$ cat config.mk
export PLATFORM = sky130hd
export DESIGN_NAME = counter
export DESIGN_NICKNAME = d
export VERILOG_FILES = /design/src/rtl/counter.sv
export SDC_FILE = /design/constraint.sdc
export NUM_CORES = 1
export LEC_CHECK = 0
export BUFFER_PORTS_ARGS = -buffer_cell sky130_fd_sc_hd__buf_4
export CORE_AREA = 2 2 39 41
export CTS_CLUSTER_DIAMETER = 120
export DETAILED_ROUTE_END_ITERATION = 8
export DIE_AREA = 0 0 41 43
export HOLD_SLACK_MARGIN = 0.05
export SLEW_MARGIN = 20
export SYNTH_ARGS = -nofsm -noshare
export SYNTH_HDL_FRONTEND = slang
export SYNTH_SLANG_ARGS = --single-unit
$ cat constraint.sdc
create_clock -name clk -period 1.6 [get_ports clk]
set_clock_uncertainty 0.05 [all_clocks]
set_input_delay 0.08 -clock clk [delete_from_list [all_inputs] [get_ports clk]]
set_output_delay 0.08 -clock clk [all_outputs]
set_load 0.01 [all_outputs]
$ cat src/rtl/counter.sv
// counter: WIDTH-bit up/down counter with enable, synchronous load (clamped
// to MAX), wrap or saturate at the terminals, and a combinational
// terminal-count flag. Also drives an active-high LED from an active-low key.
//
// Optional build macro: COUNTER_KEY_SYNC_EN
//   defined   - key passes through a two-flop synchronizer (flops reset to
//               "released"), so led follows key two clocks later.
//   undefined - led = ~key, purely combinational.
module counter #(
    parameter int WIDTH    = 4,
    parameter int MAX      = 15,
    parameter int SATURATE = 0
) (
    input  logic             clk,
    input  logic             rst,
    input  logic             en,
    input  logic             up,
    input  logic             load,
    input  logic [WIDTH-1:0] load_value,
    input  logic             key,
    output logic [WIDTH-1:0] cnt_value,
    output logic             tc,
    output logic             led
);

    localparam logic [WIDTH-1:0] MAX_V = WIDTH'(MAX);

    logic [WIDTH-1:0] cnt_next;
    logic             at_max;
    logic             at_zero;

    assign at_max  = (cnt_value == MAX_V);
    assign at_zero = (cnt_value == '0);

    // Terminal count: high in the cycle whose edge wraps (or would wrap).
    // Gated by rst because the held-at-zero count would otherwise flag
    // a down-count terminal during reset.
    assign tc = ~rst & en & ~load & ((up & at_max) | (~up & at_zero));

    // Next-count selection: load beats enable; terminals wrap or hold.
    always_comb begin
        cnt_next = cnt_value;
        if (load) begin
            cnt_next = (load_value > MAX_V) ? MAX_V : load_value;
        end else if (en && up) begin
            if (at_max)
                cnt_next = (SATURATE != 0) ? MAX_V : '0;
            else
                cnt_next = cnt_value + 1'b1;
        end else if (en) begin
            if (at_zero)
                cnt_next = (SATURATE != 0) ? '0 : MAX_V;
            else
                cnt_next = cnt_value - 1'b1;
        end
    end

    // Count register, cleared immediately by rst.
    always_ff @(posedge clk or posedge rst) begin
        if (rst)
            cnt_value <= '0;
        else
            cnt_value <= cnt_next;
    end

`ifdef COUNTER_KEY_SYNC_EN
    logic key_sync1;
    logic key_sync2;

    // Two-flop key synchronizer; resets to "released" so the LED stays dark.
    always_ff @(posedge clk or posedge rst) begin
        if (rst) begin
            key_sync1 <= 1'b1;
            key_sync2 <= 1'b1;
        end else begin
            key_sync1 <= key;
            key_sync2 <= key_sync1;
        end
    end

    assign led = ~key_sync2;
`else
    assign led = ~key;
`endif

endmodule

==> reports/metrics.cfg <==
[route]
dr_total_vias = 422
drc = 0
via_per_inst = 4.80
routed_wl_um = 1020
final_antenna_net_count = 0
wl_per_cell_um = 11.6
drtIter0Drc = 11
firstDrtPassIters = 4

[floorplan]
top_level_ports = 16
die_w_um = 41
dieHeight_um = 43
die-area_um2 = 1760
core_um2 = 1380
rows = 14
start_util_pct = 27.1

[cells_and_area]
largest_register_ff_count = 4
antennaDiodeCount = 0
instances_no_fill = 88
largest_register = cnt_value
reg_top3 = cnt_value: 4 flops
utilization_pct = 45.3
area_delta_synth_final_pct = 67.0
final_layout_size_suffix_gt1_share_pct = 44.4
fin_nets = 86

[worst_setup_path]
crit_arrival_ns = 1.61
required_ns = 1.47
critPathKind = reg2out
r2r_cells = 6
cp_max_fo = 3
startpoint_type = flop
critPathCaptureType = output port

[hold_path]
hold_class = in2reg
whs_path_depth = 3

[run]
drv_cap = 0

[logic_synthesis]
async_flop_share_pct = 100
synth_edf_count = 0
ys.flop_type = dfrtp_1
synth-seq-cells = 4
netlist.area_leader.share_pct = 26.7
avgSynthCellArea_um2 = 8.16
ys_types = 25
synthTopCellsByArea = dfrtp_1 (27%), ha_1 (6.7%), buf_6 (6.0%), inv_1 (6.0%), a21oi_1 (5.3%)
ys_seq_area_share_pct = 26.7
synth_warnings = 0
synthesis.area_um2 = 375
syn_nets = 58
netlist_top_cells_count = inv_1 (6), nand2_1 (5), a21oi_1 (4), dfrtp_1 (4), o21ai_0 (3)
yosysMostFrequentCell = inv_1
synthCells = 46
synth_area_leader_cell = dfrtp_1

[cts]
cts_root_buffer = clkbuf_4
clkSinkCount = 4
cts_made_buffers = 3
insertion_delay_ns = 0.23
cts_tree = done
htreeDepth = 1
cts_max_path_buffers = 2
clk_pin_slew_ns = 0.04

[power_and_ir_drop]
vdd_drop_max_v = 0.000426
swShare_pct = 31.4
internal_power_uw = 324
power.total_uw = 472
pwr-share-seq_pct = 28.9
p_clk_share_pct = 25.6
comb_power_share_pct = 45.4
p_per_area_nw_per_um2 = 753
switching_power_uw = 148
leakage_uw = 0.000297

[grt]
grt_max_degree = 9
grt_pass1_vias = 403
grt_antenna_before_repair = 0
grt_pass1_wl_um = 1670
grt_remaining_overflow = 0
grt_usage_pct = 14.3

[sta]
timing.final.crit_share_pct = 109
period_minus_slack_ns = 1.74
worst_slack_ns = -0.138
max_slew_margin_pct = 83.9
worst_slew_pin_slew_ns = 0.239
finalMaxSlewViolations = 0
fin_tns_setup_ns = -0.138
hold_violations = 0
final-setup-viol-count = 1
rsz0062_at_grt = true
max_freq_ghz = 0.575

[placed_design]
dp_cells = 77
dpl.hpwl_um = 669
pre_cts_slack_ns = 0.0370
io_buffers = 15
place_congestion = 0.738

[run_status]
violations = setup timing
status = finished with violations

==> power groups by stage <==
stage,Clock [µW],Combinational (µW),Sequential [µW]
2_1_floorplan,0,99.8,145
3_3_place_gp,0,173,139
3_5_place_dp,0,175,139
4_1_cts,128,211,136
5_1_grt,137,237,139
6_report,121,215,137
==> worst paths after layout <==
kind,startpoint,to,slack [ns]
max,cnt_value[0],tc,-0.14
min,en,cnt_value[0],0.17
max reg2reg,cnt_value[0],cnt_value[3],0.01
min reg2reg,cnt_value[1],cnt_value[1],0.66
max in group asynchronous,rst,cnt_value[1],1.07
min in group asynchronous,rst,cnt_value[0],0.28
==> layout by cell type (no fill, tap or decap), drive strengths merged, types with 2 or more instances in the layout <==
cell type    count
nor2             2
o21ai            4
inv              6
nand2            5
dlygate4sd3      6
mux2             2
buf             20
xnor2            2
dfrtp            4
clkbuf           3
a21oi            4
ha               2
==> cell type report <==
class                           count  area [µm²]
Clock buffer                        3        22.5
Fill cell                         136         757
Inverter                            6        22.5
Multi-Input combinational cell     33         251
Sequential cell                     4         100
Tap cell                           16        20.0
Timing Repair Buffer               26         210
==> stage by stage <==
step	area (µm²)	hold WS [ns]
after floorplan	380	-0.204
after global placement	509	-0.0646
after detailed placement	509	-0.0617
after CTS	622	0.161
after global routing	627	0.167
final	627	0.168
==> critical path, cell delays in order (launching register included) <==
cell     delay, ns
dfrtp_1       0.39
inv_2         0.08
ha_4          0.14
or3b_4        0.38
nor2_2        0.11
a21oi_1       0.05
nor3_2        0.10
buf_4         0.14
==> per-layer routing <==
metal	routed length, µm	vias up	part of all wire, %	global-route usage, %
met5	0	-	0	0
li1	-	214	-	-
met2	556	20	55	21.6
met4	0	0	0	8.00
met3	64	0	6.3	3.66
met1	396	188	39	17.6
==> repair_timing <==
item,CTS,global route
buffers inserted,2,0
hold buffers,6,0
cloned,0,0
hold endpoints to repair,8,0
setup endpoints to repair,1,3
gates resized for setup,4,3
pin swaps,2,0
==> logic make-up after synthesis <==
group	after synthesis	share of synthesized area [%]
buffers and inverters	9	13.0
AOI/OAI and AO/OA	12	19.0
xor gates and xnor gates	2	4.67
muxes	3	9.67
DFF	4	26.7
and+or+nand+nor	14	20.3
adders and majority gates	2	6.67
No activity file was read; power rests on OpenSTA's default activity.
